## src/rtl/writeback_unit_pkg.sv

```systemverilog
// Shared constants and types for the writeback unit and its load-result queue.
package writeback_unit_pkg;

  localparam logic        ENABLE           = 1'b1;
  localparam logic        DISABLE          = 1'b0;
  localparam int unsigned WB_DEPTH_DEFAULT = 4;
  localparam int unsigned RD_W             = 5;
  localparam int unsigned DATA_W           = 32;

  typedef enum logic [1:0] {
    SEL_NONE,
    SEL_ALU,
    SEL_QUEUE
  } wb_sel_e;

  typedef struct packed {
    logic [RD_W-1:0]   rd;
    logic [DATA_W-1:0] data;
  } wb_entry_t;

  // Register 0 is hardwired; writes to it are dropped.
  function automatic logic rd_live(input logic [RD_W-1:0] rd);
    return rd != '0;
  endfunction

endpackage

```

## src/rtl/wb_fifo.sv

```systemverilog
// Load-result FIFO: circular buffer with occupancy count, flush, and a
// per-entry rd/valid view used for pending-write queries.
module wb_fifo
  import writeback_unit_pkg::*;
#(
  parameter int unsigned DEPTH = WB_DEPTH_DEFAULT
) (
  input  logic                  clk,
  input  logic                  rst_n,
  input  logic                  i_push,
  input  logic                  i_pop,
  input  logic                  i_flush,
  input  logic [RD_W-1:0]       i_wr_rd,
  input  logic [DATA_W-1:0]     i_wr_data,
  output logic [RD_W-1:0]       o_head_rd,
  output logic [DATA_W-1:0]     o_head_data,
  output logic                  o_full,
  output logic                  o_empty,
  output logic [DEPTH*RD_W-1:0] o_entry_rd,
  output logic [DEPTH-1:0]      o_entry_valid
);

  localparam int unsigned AW = $clog2(DEPTH);
  localparam int unsigned CW = AW + 1;

  wb_entry_t       r_mem [DEPTH];
  logic [AW-1:0]   r_wr_ptr;
  logic [AW-1:0]   r_rd_ptr;
  logic [CW-1:0]   r_count;
  logic            w_do_push;
  logic            w_do_pop;

  assign o_full    = (r_count == CW'(DEPTH));
  assign o_empty   = (r_count == '0);
  assign w_do_push = i_push & ~o_full & ~i_flush;
  assign w_do_pop  = i_pop & ~o_empty & ~i_flush;

  assign o_head_rd   = r_mem[r_rd_ptr].rd;
  assign o_head_data = r_mem[r_rd_ptr].data;

  always_ff @(posedge clk) begin
    if (w_do_push) begin
      r_mem[r_wr_ptr] <= '{rd: i_wr_rd, data: i_wr_data};
    end
  end

  always_ff @(posedge clk or negedge rst_n) begin
    if (!rst_n) begin
      r_wr_ptr <= '0;
      r_rd_ptr <= '0;
      r_count  <= '0;
    end else if (i_flush) begin
      r_wr_ptr <= '0;
      r_rd_ptr <= '0;
      r_count  <= '0;
    end else begin
      if (w_do_push) r_wr_ptr <= r_wr_ptr + AW'(1);
      if (w_do_pop)  r_rd_ptr <= r_rd_ptr + AW'(1);
      case ({w_do_push, w_do_pop})
        2'b10:   r_count <= r_count + CW'(1);
        2'b01:   r_count <= r_count - CW'(1);
        default: r_count <= r_count;
      endcase
    end
  end

  // An entry is live when its distance from the read pointer is below the count.
  always_comb begin
    o_entry_rd    = '0;
    o_entry_valid = '0;
    for (int unsigned i = 0; i < DEPTH; i++) begin
      o_entry_rd[i*RD_W +: RD_W] = r_mem[i].rd;
      o_entry_valid[i]           = ({1'b0, AW'(i) - r_rd_ptr}) < r_count;
    end
  end

endmodule

```

## src/rtl/writeback_unit.sv

```systemverilog
// Register-file writeback: ALU results take priority, load results are queued
// in wb_fifo, and the chosen write is registered onto the register-file port.
module writeback_unit
  import writeback_unit_pkg::*;
#(
  parameter int unsigned WB_DEPTH = WB_DEPTH_DEFAULT
) (
  input  logic        clk,
  input  logic        rst,
  input  logic        alu_valid,
  input  logic [4:0]  alu_rd,
  input  logic [31:0] alu_data,
  input  logic        ld_valid,
  output logic        ld_ready,
  input  logic [4:0]  ld_rd,
  input  logic [31:0] ld_data,
  input  logic        flush,
  input  logic [4:0]  query_rd,
  output logic        query_busy,
  output logic        reg_we,
  output logic [4:0]  dstreg_num,
  output logic [31:0] dstreg_data
);

  logic [RD_W-1:0]          w_head_rd;
  logic [DATA_W-1:0]        w_head_data;
  logic                     w_full;
  logic                     w_empty;
  logic [WB_DEPTH*RD_W-1:0] w_entry_rd;
  logic [WB_DEPTH-1:0]      w_entry_valid;
  logic                     w_push;
  logic                     w_pop;
  wb_sel_e                  w_sel;
  logic [RD_W-1:0]          w_wr_rd;
  logic [DATA_W-1:0]        w_wr_data;
  logic                     w_queue_hit;

  logic                     r_we;
  logic [RD_W-1:0]          r_num;
  logic [DATA_W-1:0]        r_data;

  assign ld_ready = ~w_full & ~flush;
  assign w_push   = ld_valid & ld_ready & rd_live(ld_rd);
  assign w_pop    = (w_sel == SEL_QUEUE);

  wb_fifo #(
    .DEPTH(WB_DEPTH)
  ) u_fifo (
    .clk          (clk),
    .rst_n        (rst),
    .i_push       (w_push),
    .i_pop        (w_pop),
    .i_flush      (flush),
    .i_wr_rd      (ld_rd),
    .i_wr_data    (ld_data),
    .o_head_rd    (w_head_rd),
    .o_head_data  (w_head_data),
    .o_full       (w_full),
    .o_empty      (w_empty),
    .o_entry_rd   (w_entry_rd),
    .o_entry_valid(w_entry_valid)
  );

  // Empty is the registered state, so a load pushed this cycle cannot pop until the next.
  always_comb begin
    w_sel     = SEL_NONE;
    w_wr_rd   = r_num;
    w_wr_data = r_data;
    if (alu_valid && rd_live(alu_rd)) begin
      w_sel     = SEL_ALU;
      w_wr_rd   = alu_rd;
      w_wr_data = alu_data;
    end else if (!w_empty && !flush) begin
      w_sel     = SEL_QUEUE;
      w_wr_rd   = w_head_rd;
      w_wr_data = w_head_data;
    end
  end

  always_ff @(posedge clk or negedge rst) begin
    if (!rst) begin
      r_we   <= DISABLE;
      r_num  <= '0;
      r_data <= '0;
    end else if (w_sel != SEL_NONE) begin
      r_we   <= ENABLE;
      r_num  <= w_wr_rd;
      r_data <= w_wr_data;
    end else begin
      r_we   <= DISABLE;
    end
  end

  always_comb begin
    w_queue_hit = 1'b0;
    for (int unsigned i = 0; i < WB_DEPTH; i++) begin
      if (w_entry_valid[i] && (w_entry_rd[i*RD_W +: RD_W] == query_rd)) begin
        w_queue_hit = 1'b1;
      end
    end
  end

  assign query_busy  = rd_live(query_rd) &&
                       (w_queue_hit || ((r_we == ENABLE) && (r_num == query_rd)));
  assign reg_we      = r_we;
  assign dstreg_num  = r_num;
  assign dstreg_data = r_data;

endmodule

```

## config.mk

```make
export PLATFORM = sky130hd
export DESIGN_NAME = writeback_unit
export DESIGN_NICKNAME = d
export VERILOG_FILES = /design/src/rtl/writeback_unit_pkg.sv /design/src/rtl/wb_fifo.sv /design/src/rtl/writeback_unit.sv
export SDC_FILE = /design/constraint.sdc
export NUM_CORES = 1
export LEC_CHECK = 0
export ABC_CLOCK_PERIOD_IN_PS = 6000
export CAP_MARGIN = 20
export CORE_MARGIN = 4
export CORE_UTILIZATION = 50
export CTS_BUF_LIST = sky130_fd_sc_hd__clkbuf_16
export CTS_CLUSTER_DIAMETER = 40
export DETAILED_ROUTE_END_ITERATION = 8
export GPL_TIMING_DRIVEN = 0
export PLACE_DENSITY = 0.83
export SETUP_SLACK_MARGIN = 0.4
export SKIP_LAST_GASP = 1
export SYNTH_ARGS = -nofsm -noshare
export SYNTH_HDL_FRONTEND = slang
export SYNTH_SLANG_ARGS = --single-unit
```

## constraint.sdc

```tcl
create_clock -name clk -period 6 [get_ports clk]
set_input_delay 1.5 -clock clk [delete_from_list [all_inputs] [get_ports clk]]
set_output_delay 1.5 -clock clk [all_outputs]
set_load 0.005 [all_outputs]
```

; After elaboration in Yosys (flattened, before gate mapping)
; Memories as Yosys holds them, arrays and structs flattened.
; Index checks and enable logic that the tools add are counted.
[op_classes]
n_addsub = 8
multipliers = 0
n_div = 0
n_lt_le_gt_ge = 4
n_eq_ne = 9
shift = 0
n_mux = 19
bitwise = 10
reduce_logical = 21
[ops]
columns = operator, count
row1 = $mux W32, 2
row2 = $eq A5 B5 Y1, 5
row3 = $reduce_bool A5 Y1, 3
row4 = $lt A2 B3 Y1, 4
row5 = $mux W2, 6
row6 = $mux W5, 2
row7 = $logic_and A1 B1 Y1, 8
row8 = $reduce_bool A2 Y1, 4
row9 = $and A1 B1 Y1, 7
row10 = $mux W1, 7
row11 = $pmux W3 S2, 1
row12 = $add A2 B1 Y2 const B, 2
row13 = $eq A2 B2 Y1 const B, 2
row14 = $sub A1 B2 Y2 const A, 2
row15 = $sub A2 B2 Y2 const A, 2
row16 = $add A3 B1 Y3 const B, 1
row17 = $eq A3 B3 Y1 const B, 1
row18 = $logic_not A3 Y1, 1
row19 = $mux W3, 1
row20 = $not A1 Y1, 3
row21 = $reduce_bool A3 Y1, 1
row22 = $sub A3 B1 Y3 const B, 1
row23 = $eq A2 B1 Y1 const B, 1
row24 = $logic_not A1 Y1, 2
row25 = other kinds (2), 2
[word_totals]
regBits = 45
latch_bits = 0
mem_bits_rw = 148
romBits = 0
out_inout_bits = 40
n_memories = 1
[mem_list]
columns = memory, words, width, rd, rd_clocked_by_memory_dff, wr, line
row1 = u_fifo.r_mem, 4, 37, 5, 0, 1, wb_fifo.sv:26  ; wb_entry_t r_mem [DEPTH];

; Logic depth before layout (Yosys ltp)
; Gate-level depths: netlist (run 1).
[depth]
word_depth = 11
depth_mapped = 9

; Cells and area by module
; Synthesis (run 1) repeated with hierarchy kept, for this count alone.
[unflattened]
cells_unflattened = 512
area_unflattened_um2 = 8358.0
[modules_own_cells]
columns = module, instances, cells_each, area_per_inst_um2, seq_area_each_um2
row1 = wb_fifo, 1, 298, 6204.7, 4619.4
row2 = writeback_unit, 1, 214, 2153.3, 950.9

; Worst setup path after synthesis (run 1)
; OpenSTA, ideal clock, no wires.
[synth_timing]
kind = input to output
from = input query_rd[0]
to = output query_busy
arrival_time_ns = 2.492
t_required_ns = 4.500
path_slack_ns = 2.008
cell_stages = 6
path_buffers = 1
cell_sequence = clkbuf_1 > xnor2_1 > nand4_1 > a2111o_1 > nand3_1 > o22a_1
[synth_between]
elab_chain_cells = 8
[synth_rtl]
columns = item, line
row1 = start: declaration, writeback_unit.sv:18  ; input logic [4:0] query_rd,
row2 = $eq A5 B5 Y1, writeback_unit.sv:97  ; if (w_entry_valid[i] && (w_entry_rd[i*RD_W +: RD_W] == query_rd)) begin
row3 = $logic_and A1 B1 Y1, writeback_unit.sv:97
row4 = $mux W1 (4 in a row), writeback_unit.sv:97
row5 = $logic_or A1 B1 Y1, writeback_unit.sv:104  ; (w_queue_hit || ((r_we == ENABLE) && (r_num == query_rd)));
row6 = $logic_and A1 B1 Y1 (*), writeback_unit.sv:103  ; assign query_busy = rd_live(query_rd) &&
row7 = end: declaration, writeback_unit.sv:19  ; output logic query_busy,
; Every way passes the cells marked *; elsewhere a longest branch is shown, timed or not.

; Final worst setup path (run 1)
; Ends and elaborated chain as after synthesis.

==> results of run 1 <==
## cell usage in the layout, fill, tap and decap left out, types with 4 or more instances in the layout
cell             Yosys  final
clkbuf_16            0     17
o21ai_0             34     34
ha_1                 8      8
inv_8                0      4
buf_2               11     12
and2_2               0      4
inv_1                6      6
xor2_1              15     15
xnor2_1             14     14
dfrtp_1             45     45
buf_12               0      5
mux4_2              37     37
nor2_1               7      7
edfxtp_1           148    148
a21oi_1              4      4
mux2i_1             39     39
nand2_1             42     42
clkbuf_1            16     16
clkdlybuf4s50_1      0    117
o21ai_1              5      5
inv_6                0      4
## routing by layer
| metal | up-vias | wire length, um | GRT usage, % |
|---|---|---|---|
| met1 | 2382 | 7110 | 25.5 |
| met3 | 33 | 1350 | 6.18 |
| met2 | 204 | 9480 | 36.5 |
| met4 | 0 | 346 | 7.41 |
| li1 | 2093 | - | - |
| met5 | - | 0 | 0 |
## per-stage QoR
step | power (mW) | setup slack, ps | cell area [um2]
after global routing | 3.83 | 1130 | 10100
after global placement | 2.56 | 1230 | 9450
after detailed placement | 2.59 | 1260 | 9550
after floorplan | 2.22 | 2010 | 8000
after CTS | 3.69 | 1260 | 10100
final | 3.66 | 1270 | 10100
## registers in the layout, indices dropped and copies added, names as in the netlist
| signal | count |
|---|---|
| reg_we | 1 |
| dstreg_num | 5 |
| u_fifo.r_rd_ptr | 2 |
| u_fifo.r_wr_ptr | 2 |
| dstreg_data | 32 |
| u_fifo.r_count | 3 |
| u_fifo.r_mem | 148 |
## power by group through the flow
stage | Combinational, mW | Sequential, mW | Clock [mW]
after floorplan | 0.580 | 1.64 | 0
after global placement | 0.914 | 1.64 | 0
after detailed placement | 0.944 | 1.65 | 0
after CTS | 0.956 | 1.62 | 1.11
after global routing | 1.02 | 1.63 | 1.17
final | 0.943 | 1.62 | 1.10
## worst min-delay path by stage
stage	startpoint	to	slack, ps	cells past startpoint
6_report	dstreg_data[6]	dstreg_data[6]	560	2
5_1_grt	dstreg_data[6]	dstreg_data[6]	600	2
4_1_cts	dstreg_data[6]	dstreg_data[6]	560	2
3_5_place_dp	dstreg_data[6]	dstreg_data[6]	540	2
3_3_place_gp	dstreg_data[6]	dstreg_data[6]	530	2
2_1_floorplan	dstreg_data[10]	dstreg_data[10]	540	2
## worst max-delay path, stage by stage
cell             delay [ps]
clkbuf_1                300
xor2_1                  140
nor4_1                  410
nand3_1                 130
nand3_1                  90
o22a_1                  150
clkdlybuf4s50_1         500
## cells by family (layout without fill, tap and decap cells)
logic type,after synthesis,count (layout)
compound gates,53,53
xor+xnor,29,29
fa+ha+maj,9,9
buf+inv,35,190
flops,193,193
mux,77,77
simple gates,76,76
## area by class of cell
class,instances,share of cell area [%]
multi-input combinational,244,22.6
sequential,193,55.0
inverter,6,0.222
buffer,29,1.29
timing repair buffer,123,12.6
tap,211,2.61
clock inverter,15,1.47
clock buffer,17,4.20
==> impl_metrics.csv, run 1 <==
group,metric,value,unit
clocking,cts_tree,"yes",
worst_setup_path,crit_type,"input port to output pin",
finish,final_core_util,65.6,%
die,core-area,15400,um2
die,dieArea,18100,um2
detailed_routing,dr_total_vias,4712,
power,net-switching-power,1.02,mW
timing,hold_slack,555,ps
worst_setup_path,crit_required,4500,ps
power,vdd_drop_max,263,uV
yosys,syn-num-nets,565,
yosys,synth-main-ff-cell,"edfxtp_1",
yosys,ys_ff_latch,193,
clocking,cts_made_buffers,17,
detailed_routing,drtIter0Drc,436,
timing,hold_viol,0,
worst_setup_path,r2r-end,"u_fifo.r_count[2]",
yosys,synth_cell_types,40,
yosys,synth_compound_area_share,3.77,%
die,initial_core_util,51.9,%
global_routing,grt_usage,21.1,%
yosys,synth_commonest_cells,"edfxtp_1 (148), dfrtp_1 (45), nand2_1 (42)",
worst_setup_path,end_kind,"output pin",
worst_setup_path,crit_arrival,3230,ps
finish,area_delta_synth_final,26.5,%
yosys,muxShareOfSynthArea,15.5,%
worst_setup_path,crit_start,"query_rd[0]",
clocking,ctsResizeCount,0,
yosys,async_reset_ff_share,23.3,%
die,ios,124,
finish,seq_area,5570,um2
global_routing,grt_max_degree,32,
clocking,clockBufferDepth,2,
yosys,yosysSeqAreaShare,69.6,%
clocking,insertion_delay,430,ps
worst_setup_path,reg2reg_setup_slack,3340,ps
hold_path,min_path_type,"flip-flop to flip-flop",
power,p_int,2.64,mW
detailed_routing,routed_wl,18.3,mm
detailed_routing,ant_nets,0,
detailed_routing,wl_per_cell,21.8,um
finish,drive_above_1_share,15.0,%
finish,antenna_cells,0,
power,p_seq_share,44.3,%
detailed_routing,drc,0,
clocking,path_clk_slew,70,ps
timing,setup_viol,0,
timing,min_period,4730,ps
placed_design,globalplace.congestion,0.917,
timing,drv_slew,0,
finish,layout.cells.non_filler,838,
placed_design,place_hpwl,12.4,mm
placed_design,place_inst,806,
finish,fill_cells,1069,
power,switching_share,27.8,%
worst_setup_path,reg2reg_from,"u_fifo.r_count[0]",
yosys,synth-edff-count,148,
yosys,synth_area_leader_cell,"edfxtp_1",
timing,skew,9.85,ps
power,comb_power_share,25.8,%
yosys,synthAdderAreaFrac,1.50,%
timing,worstMarginPinSlew,724,ps
yosys,syn_area,8000,um2
global_routing,antenna_found_initial,0,
timing,period_share,78.9,%
outcome,status,"completed",
timing,fmax,211,MHz
power,p_leak,3.48,nW
clocking,cts_setup_buffers,0,
yosys,synth_top_family_by_area,"multiplexers",
clocking,cts_hold_buf,0,
yosys,synthTopCellsByArea,"edfxtp_1 (56%), dfrtp_1 (14%), mux4_2 (10%)",
global_routing,grt_pass1_wl,28.5,mm
yosys,synth_top_area_share,55.5,%
worst_setup_path,r2r_cells,9,
finish,final_nets,707,
power,power_density,362,nW/um2
die,die_h,135,um
job,maxCapViolCount,0,
detailed_routing,routed_via_density,5.62,
worst_setup_path,crit_fanout,6,
global_routing,grt-ovfl-total,0,
clocking,clock_tree.htree_level_count,4,
clocking,cts-root-buf,"clkbuf_16",
finish,multi_input_area,2290,um2
timing,tns,0,ps
timing,max-slew-margin-rel,51.7,%
yosys,syn_inst,472,
die,fp-row-count,45,
clocking,cts_num_sinks,193,
worst_setup_path,start_kind,"input port",
yosys,syn_area_per_cell,17.0,um2
die,fp.dieW,135,um
power,clkPwrFrac,30.0,%
yosys,synth_xor_area_share,3.17,%
yosys,yosys.area_share.simple,4.58,%
detailed_routing,drt_pass1_iterations,5,
timing,grt_setup_unrepaired,"no",
placed_design,port_buffers,118,
worst_setup_path,worstSetupEndpoint,"query_busy",
yosys,yosysMostFrequentCell,"edfxtp_1",
global_routing,grt_pass1_vias,5199,
yosys,ys_warn_count,0,
(Power assumes the default switching activity.)
==> run 2, diff against run 1 <==
--- a/config.mk
+++ b/config.mk
@@ -5,15 +5,15 @@
 export SDC_FILE = /design/constraint.sdc
 export NUM_CORES = 1
 export LEC_CHECK = 0
-export ABC_CLOCK_PERIOD_IN_PS = 6000
+export ABC_CLOCK_PERIOD_IN_PS = 4240
 export CAP_MARGIN = 20
 export CORE_MARGIN = 4
-export CORE_UTILIZATION = 50
+export CORE_UTILIZATION = 49
 export CTS_BUF_LIST = sky130_fd_sc_hd__clkbuf_16
 export CTS_CLUSTER_DIAMETER = 40
 export DETAILED_ROUTE_END_ITERATION = 8
 export GPL_TIMING_DRIVEN = 0
-export PLACE_DENSITY = 0.83
+export PLACE_DENSITY = 0.85
 export SETUP_SLACK_MARGIN = 0.4
 export SKIP_LAST_GASP = 1
 export SYNTH_ARGS = -nofsm -noshare
==> constraint.sdc (replaced) <==
create_clock -name clk -period 4.24 [get_ports clk]
set_input_delay 1.06 -clock clk [delete_from_list [all_inputs] [get_ports clk]]
set_output_delay 1.06 -clock clk [all_outputs]
set_load 0.005 [all_outputs]
==> impl_metrics.csv, run 2 (synthesized netlist as in run 1, its figures left out) <==
group,metric,value,unit
outcome,status,"completed",
die,fp.dieW,136,um
clocking,insertion_delay,430,ps
timing,hold_viol,0,
detailed_routing,ant_nets,0,
clocking,path_clk_slew,70,ps
global_routing,use_met1,26.3,%
worst_setup_path,start_kind,"input port",
global_routing,antenna_found_initial,0,
placed_design,port_buffers,118,
timing,grt_setup_unrepaired,"no",
finish,layout.cells.non_filler,844,
die,ios,124,
power,vdd_drop_max,326,uV
detailed_routing,routed_via_density,5.55,
placed_design,place_ws,361,ps
timing,skew,7.38,ps
detailed_routing,wl_per_cell,21.6,um
placed_design,place_inst,811,
detailed_routing,routed_wl,18.2,mm
global_routing,grt_usage,20.2,%
clocking,clockBufferDepth,2,
worst_setup_path,crit_type,"input port to output pin",
timing,fmax,287,MHz
placed_design,globalplace.congestion,0.904,
global_routing,grt_pass1_wl,27.3,mm
global_routing,grt-ovfl-total,0,
timing,fin_ws,761,ps
power,p_leak,3.54,nW
die,dieArea,18400,um2
finish,antenna_cells,0,
die,initial_core_util,50.2,%
timing,min_period,3480,ps
die,die_h,136,um
timing,period_share,82.0,%
die,fp-row-count,46,
hold_path,min_path_type,"flip-flop to flip-flop",
global_routing,grt_max_degree,34,
worst_setup_path,crit_fanout,3,
finish,area_delta_synth_final,27.9,%
timing,worstMarginPinSlew,737,ps
clocking,cts_num_sinks,193,
placed_design,place_hpwl,12.2,mm
timing,setup_viol,0,
clocking,cts-root-buf,"clkbuf_16",
finish,mostFrequentLayoutCells,"edfxtp_1 (148), clkdlybuf4s50_1 (116), dfrtp_1 (44)",
finish,final_nets,709,
finish,drive_above_1_share,16.9,%
die,core-area,15900,um2
finish,final_common_cell,"edfxtp_1",
job,maxCapViolCount,0,
finish,regMostFlops,"u_fifo.r_mem",
clocking,cts_made_buffers,17,
worst_setup_path,end_kind,"output pin",
detailed_routing,dr_total_vias,4683,
clocking,cts_tree,"yes",
global_routing,busiest_layer,"met2",
timing,max-slew-margin-rel,50.8,%
worst_setup_path,crit_arrival,2420,ps
global_routing,grt_pass1_vias,4903,
detailed_routing,drc,0,
finish,final_core_util,64.2,%
power,power_density,519,nW/um2
global_routing,use_met3,5.16,%
worst_setup_path,crit_required,3180,ps
timing,drv_slew,0,
clocking,clock_tree.htree_level_count,4,
detailed_routing,drt_pass1_iterations,5,
detailed_routing,drtIter0Drc,382,
finish,largest_register_ffs,148,
global_routing,gr-usage-met2,34.1,%
[run 2: cell count changes in the layout (fill, tap and decap cells not counted), sizes merged]
cell,change
clkinvlp,+2
clkbuf,-1
buf,+3
bufinv,+2
clkinv,-1
inv,-4
dlymetal6s2s,+1
clkdlybuf4s50,-1
[run 2: final timing paths]
check / startpoint / endpoint / slack, ps / cells past startpoint
worst max-delay path: flush / ld_ready / 760 / 3
worst min-delay path: dstreg_data[5] / dstreg_data[5] / 550 / 2
worst max register to register: u_fifo.r_count[0] / u_fifo.r_count[2] / 1560 / 9
worst min register to register: dstreg_data[5] / dstreg_data[5] / 550 / 2
max in group asynchronous: rst / u_fifo.r_rd_ptr[1] / 3040 / 2
min in group asynchronous: rst / dstreg_num[0] / 620 / 1
[run 2: routing by layer]
metal / part of all wire [%] / vias up
met2: 51 / 187
li1: - / 2089
met1: 42 / 2384
met3: 6.1 / 23
met4: 1.4 / 0
met5: 0 / -
[run 2: timing repair]
action                     in CTS  in global routing
gates resized for setup         8                 13
hold buffers                    0                  0
setup buffers                   1                  1
setup endpoints to repair       1                  1
pin swaps                       0                  4
[run 2: layout make-up]
type	count	area [um2]
Buffer	29	151
Tap cell	216	270
Clock buffer	17	425
Multi-Input combinational cell	244	2340
Inverter	6	22.5
Fill cell	1115	5710
Sequential cell	193	5570
Clock inverter	14	165
Timing Repair Buffer	125	1290
[run 2: power by group]
| part | switching [mW] | internal (mW) | total, mW |
|---|---|---|---|
| sequential | 0.0985 | 2.20 | 2.30 |
| combinational | 0.649 | 0.758 | 1.41 |
| clock | 0.687 | 0.923 | 1.61 |
| total | 1.43 | 3.88 | 5.31 |
[run 2: metrics by stage]
step           power [mW]  hold WS [ps]  cell area, um2  TNS [ps]
2_1_floorplan        3.14           540            8000         0
3_3_place_gp         3.62           532            9460     -4470
3_5_place_dp         3.67           540            9560         0
4_1_cts              5.28           557           10200         0
5_1_grt              5.54           585           10200         0
6_report             5.31           551           10200         0
[run 2: worst max-delay path: stages]
cell and delay (ps):
clkdlybuf4s50_1 470, a21oi_1 320, clkdlybuf4s50_1 570
==> edit 1 (config.mk and constraints of run 2) <==
Change the package constant `ENABLE` from 1'b1 to 1'b0.
--- a/src/rtl/writeback_unit_pkg.sv
+++ b/src/rtl/writeback_unit_pkg.sv
@@ -1,7 +1,7 @@
 // Shared constants and types for the writeback unit and its load-result queue.
 package writeback_unit_pkg;
 
-  localparam logic        ENABLE           = 1'b1;
+  localparam logic        ENABLE           = 1'b0;
   localparam logic        DISABLE          = 1'b0;
   localparam int unsigned WB_DEPTH_DEFAULT = 4;
   localparam int unsigned RD_W             = 5;
Behaviour: not the same (Yosys sat finds a counterexample within 4 cycles, from zero or initial values and one cycle with rst low).
==> edit 1 against run 2 <==
  * First-iteration DRC count is 8.6% lower
  * Critical endpoint is now query_busy
  * Worst setup slack got worse by 0.099 ns
  * Sequential cell count down 1
  * Area after synthesis shrank 0.66%
  * Total power decreased by 0.58%
  * Critical path depth grew 7
  * Wire length grew 2.0%
  * Design area is 1.7% lower
==> edit 1: results (changes against run 2) <==
| Metric | Value |
|---|---|
| Status | `finished clean (unchanged)` |
| First-pass GRT wire length | `28.37 mm (was 27.33 mm)` |
| Syn nets | `563 (was 565)` |
| Port buffer count | `116 (was 118)` |
| Top cells by count, synth | `edfxtp_1 (148), dfrtp_1 (44), nand2_1 (40) (was edfxtp_1 (148), dfrtp_1 (45), nand2_1 (42))` |
| Slack of the critical path | `0.6620 ns (was 0.7614 ns)` |
| Vias | `4720 (was 4683)` |
| Initial detailed-routing violation count | `349 (was 382)` |
| Hold Startpoint | `dstreg_data[30]$_DFFE_PN0P_ (was dstreg_data[5]$_DFFE_PN0P_)` |
| Crit path from | `u_fifo.r_rd_ptr[0]$_DFFE_PN0P_ (was flush)` |
| Cell count of the worst reg-to-reg path | `10 (was 9)` |
| Synth area leaders | `edfxtp_1 (56%), dfrtp_1 (14%), mux4_2 (10%) (unchanged)` |
| Fraction of layout instances using a drive strength above 1 | `0.1479 (was 0.1688)` |
| Vias in the first global route | `5037 (was 4903)` |
| Worst-Margin Slew | `0.8244 ns (was 0.7373 ns)` |
| Drt first pass iters | `7 (was 5)` |
| CP peak stage delay | `0.36 ns (was 0.57 ns)` |
| Setup Fix Bufs, Post-CTS | `0 (was 1)` |
| Worst Hold End | `dstreg_data[30]$_DFFE_PN0P_ (was dstreg_data[5]$_DFFE_PN0P_)` |
| Peak supply drop | `0.0003506 V (was 0.0003262 V)` |
| Filler Cell Count | `1121 (was 1115)` |
| Nets | `703 (was 709)` |
| Async S/R FF share, synth | `0.2292 (was 0.2332)` |
| Critical Path AT | `2.52 ns (was 2.42 ns)` |
| Largest net degree at the start of global routing | `26 (was 34)` |
| CP Max Fanout | `10 (was 3)` |
| Synth unique cells | `43 (was 40)` |
[edit 1: cell count changes after synthesis, sizes merged, moves of 2 or more]
cell,delta
nand2,-2
nand2b,-2
xnor2,-2
nor4,-2
nand3,-2
xor2,+3
[edit 1: per-stage QoR]
stage,hold slack [ns],cell area [um2],setup TNS (ns),cells
detailed placement,0.5630,9483,0,807
finish,0.5726,10070,0,838
global placement,0.5471,9383,-30.04,802
global route,0.6115,10070,0,838
floorplan,0.5532,7951,0,470
CTS,0.5776,10070,0,838
[edit 1: kinds of logic after synthesis]
kind of cell / synth area share
DFF: 0.6974
muxes: 0.1526
and+or+nand+nor: 0.03981
AOI/OAI and AO/OA: 0.04123
buffers and inverters: 0.02030
xor gates and xnor gates: 0.03304
adders and majority gates: 0.01511
other: 0.0004716
[edit 1: layout make-up]
cell class                      count  area, um2  area share
Buffer                             30      157.7     0.01566
Clock buffer                       17      425.4     0.04226
Clock inverter                     14      115.1     0.01143
Inverter                            7      26.28    0.002610
Multi-Input combinational cell    241       2272      0.2257
Sequential cell                   192       5545      0.5508
Tap cell                          216      270.3     0.02685
Timing Repair Buffer              121       1255      0.1247
[edit 1: where the power goes]
| part | internal (mW) | switching (mW) | leakage [nW] | total [mW] |
|---|---|---|---|---|
| Sequential | 2.22 | 0.116 | 1.89 | 2.34 |
| Clock | 0.802 | 0.671 | 0.261 | 1.47 |
| Combinational | 0.784 | 0.687 | 1.30 | 1.47 |
| Total | 3.81 | 1.47 | 3.45 | 5.28 |
[edit 1: routing by layer]
layer,vias up,global-route usage,wire length (um)
li1,2074,-,-
met2,223,0.3626,9633
met1,2382,0.2625,7376
met3,41,0.04941,1150
met5,-,0,0
met4,0,0.07727,451
==> edit 2 (config.mk and constraints of run 2) <==
Without the edit above. Reset style: synchronous (`rst` and `rst_n`), changed in 2 clocked blocks.
--- a/src/rtl/wb_fifo.sv
+++ b/src/rtl/wb_fifo.sv
@@ -44,7 +44,7 @@
     end
   end
 
-  always_ff @(posedge clk or negedge rst_n) begin
+  always_ff @(posedge clk) begin
     if (!rst_n) begin
       r_wr_ptr <= '0;
       r_rd_ptr <= '0;
--- a/src/rtl/writeback_unit.sv
+++ b/src/rtl/writeback_unit.sv
@@ -77,7 +77,7 @@
     end
   end
 
-  always_ff @(posedge clk or negedge rst) begin
+  always_ff @(posedge clk) begin
     if (!rst) begin
       r_we   <= DISABLE;
       r_num  <= '0;
Formal check against the unedited RTL: differs if rst is asserted again (counterexample within 4 cycles, from zero or initial values and one cycle with rst low); with rst held inactive, the same outputs for 4 cycles.
==> edit 2 against run 2 <==
  * Sequential cell count grew 2
  * Wire length shrank 4.5%
  * First-iteration DRC count shrank 3.7%
  * Critical endpoint is now query_busy
  * Core utilization shrank 0.49 points
  * Highest routed layer unchanged
  * Area after synthesis is essentially flat
  * Hold slack gained 0.023 ns
  * Clock skew grew 0.0053 ns
  * Worst setup slack lost 0.27 ns
  * Design area shrank 0.77%
  * Via count shrank 0.28%
Power is not compared: it rests on default switching activity, and its combinational part moved more than twofold at a synthesized area within 25%.
==> edit 2: results (changes against run 2) <==
| Metric | Value |
|---|---|
| WL final | `17.42 mm (was 18.25 mm)` |
| Setup Fix Bufs, Post-CTS | `0 (was 1)` |
| Async S/R FF share, synth | `0 (was 0.2332)` |
| Fraction of layout instances using a drive strength above 1 | `0.1510 (was 0.1688)` |
| Nets | `710 (was 709)` |
| Reg-to-reg critical path endpoint | `u_fifo.r_count[2]$_SDFFE_PP0P_ (was u_fifo.r_count[2]$_DFFE_PN0P_)` |
| Drt first pass iters | `4 (was 5)` |
| CP Max Fanout | `6 (was 3)` |
| Resized cells post-CTS | `0 (was 8)` |
| Synth area leaders | `edfxtp_1 (56%), dfxtp_1 (12%), mux4_2 (10%) (was edfxtp_1 (56%), dfrtp_1 (14%), mux4_2 (10%))` |
| R2r setup slk | `1.72 ns (was 1.56 ns)` |
| Seq/Total Area, Yosys | `0.6727 (was 0.6960)` |
| Worst setup path endpoint | `query_busy (was ld_ready)` |
| Slew Limit Headroom | `0.5362 (was 0.5085)` |
| FF-to-FF Start | `u_fifo.r_count[0]$_SDFFE_PP0P_ (was u_fifo.r_count[0]$_DFFE_PN0P_)` |
| Top cells by count, synth | `edfxtp_1 (148), dfxtp_1 (47), nand2_1 (38) (was edfxtp_1 (148), dfrtp_1 (45), nand2_1 (42))` |
| Synth unique cells | `39 (was 40)` |
| Syn nets | `569 (was 565)` |
| Vias in the first global route | `4964 (was 4903)` |
| Pre-CTS setup slack | `0.3302 ns (was 0.3611 ns)` |
| Port buffer count | `118 (unchanged)` |
| Crit path from | `query_rd[3] (was flush)` |
| Status | `finished clean (unchanged)` |
| Gpl congestion | `0.8643 (was 0.9037)` |
| Hpwl dp | `12.28 mm (was 12.16 mm)` |
| CP peak stage delay | `0.49 ns (was 0.57 ns)` |
| Cell count of the worst reg-to-reg path | `10 (was 9)` |
| Via density per instance | `5.527 (was 5.549)` |
| First-pass GRT wire length | `26.59 mm (was 27.33 mm)` |
| Largest net degree at the start of global routing | `28 (was 34)` |
| Max frequency | `267.0 MHz (was 287.5 MHz)` |
| Worst Skew | `0.01271 ns (was 0.007380 ns)` |
| Hold_ws | `0.5748 ns (was 0.5515 ns)` |
[edit 2: changes by cell type after synthesis, sizes merged, moves of 3 or more]
cell and delta:
o21ai -32, nand3 +3, nand2 -4, buf +5, dfrtp -45, dfxtp +47
inv +3, o211a +35, mux2i -4, clkbuf -5
[edit 2: worst min path at each step]
stage / from / endpoint / cells past startpoint
CTS: u_fifo.r_count[1]$_SDFFE_PP0P_ / u_fifo.r_count[1]$_SDFFE_PP0P_ / 2
global route: u_fifo.r_count[1]$_SDFFE_PP0P_ / u_fifo.r_count[1]$_SDFFE_PP0P_ / 2
global placement: u_fifo.r_wr_ptr[1]$_SDFFE_PP0P_ / u_fifo.r_wr_ptr[1]$_SDFFE_PP0P_ / 2
floorplan: u_fifo.r_wr_ptr[1]$_SDFFE_PP0P_ / u_fifo.r_wr_ptr[1]$_SDFFE_PP0P_ / 2
detailed placement: u_fifo.r_count[1]$_SDFFE_PP0P_ / u_fifo.r_count[1]$_SDFFE_PP0P_ / 2
finish: u_fifo.r_count[1]$_SDFFE_PP0P_ / u_fifo.r_count[1]$_SDFFE_PP0P_ / 2
[edit 2: final cells by class]
type                    count  area [um2]
plain buffers              29       141.4
clock buffers              17       425.4
clock inverters            15       191.4
fillers                  1109        5784
inverters                   9       33.78
multi-input cells         242        2450
flip-flops and latches    195        5385
well taps                 216       270.3
repair buffers            122        1261
[edit 2: logic make-up (layout without fill, tap and decap cells)]
group,after synthesis,after routing,share of synthesized area
AO/OA/AOI/OAI,57,57,0.06330
XOR/XNOR,31,31,0.03392
adder cells (fa/ha/maj),10,10,0.01657
buffers and inverters,38,192,0.02188
flip-flops,195,195,0.6727
multiplexers,72,72,0.1479
AND/OR/NAND/NOR,72,72,0.04376
[edit 2: where the power goes]
part / internal [mW] / switching, mW
registers: 2.10 / 0.0264
logic: 0.189 / 0.141
clock network: 0.982 / 0.668
total: 3.27 / 0.835
[edit 2: worst register-to-register path, stage by stage (launching register included)]
cell	delay [ns]
dfxtp_1	0.47
inv_1	0.13
a31oi_1	0.34
o311a_1	0.42
inv_1	0.09
ha_1	0.22
inv_1	0.08
fa_1	0.17
xor2_1	0.07
or3_1	0.31
a21oi_1	0.14
[edit 2: routing by layer]
metal,GRT usage,vias to the layer above,share of wire
met4,0.06551,0,0.019
met2,0.3402,160,0.52
met3,0.04885,25,0.059
li1,-,2124,-
met5,0,-,0
met1,0.2385,2361,0.40
[edit 2: metrics by stage]
step	cell area (um2)	std cells
finish	10160	845
global route	10160	845
CTS	10160	845
detailed placement	9542	813
global placement	9457	809
floorplan	8005	475
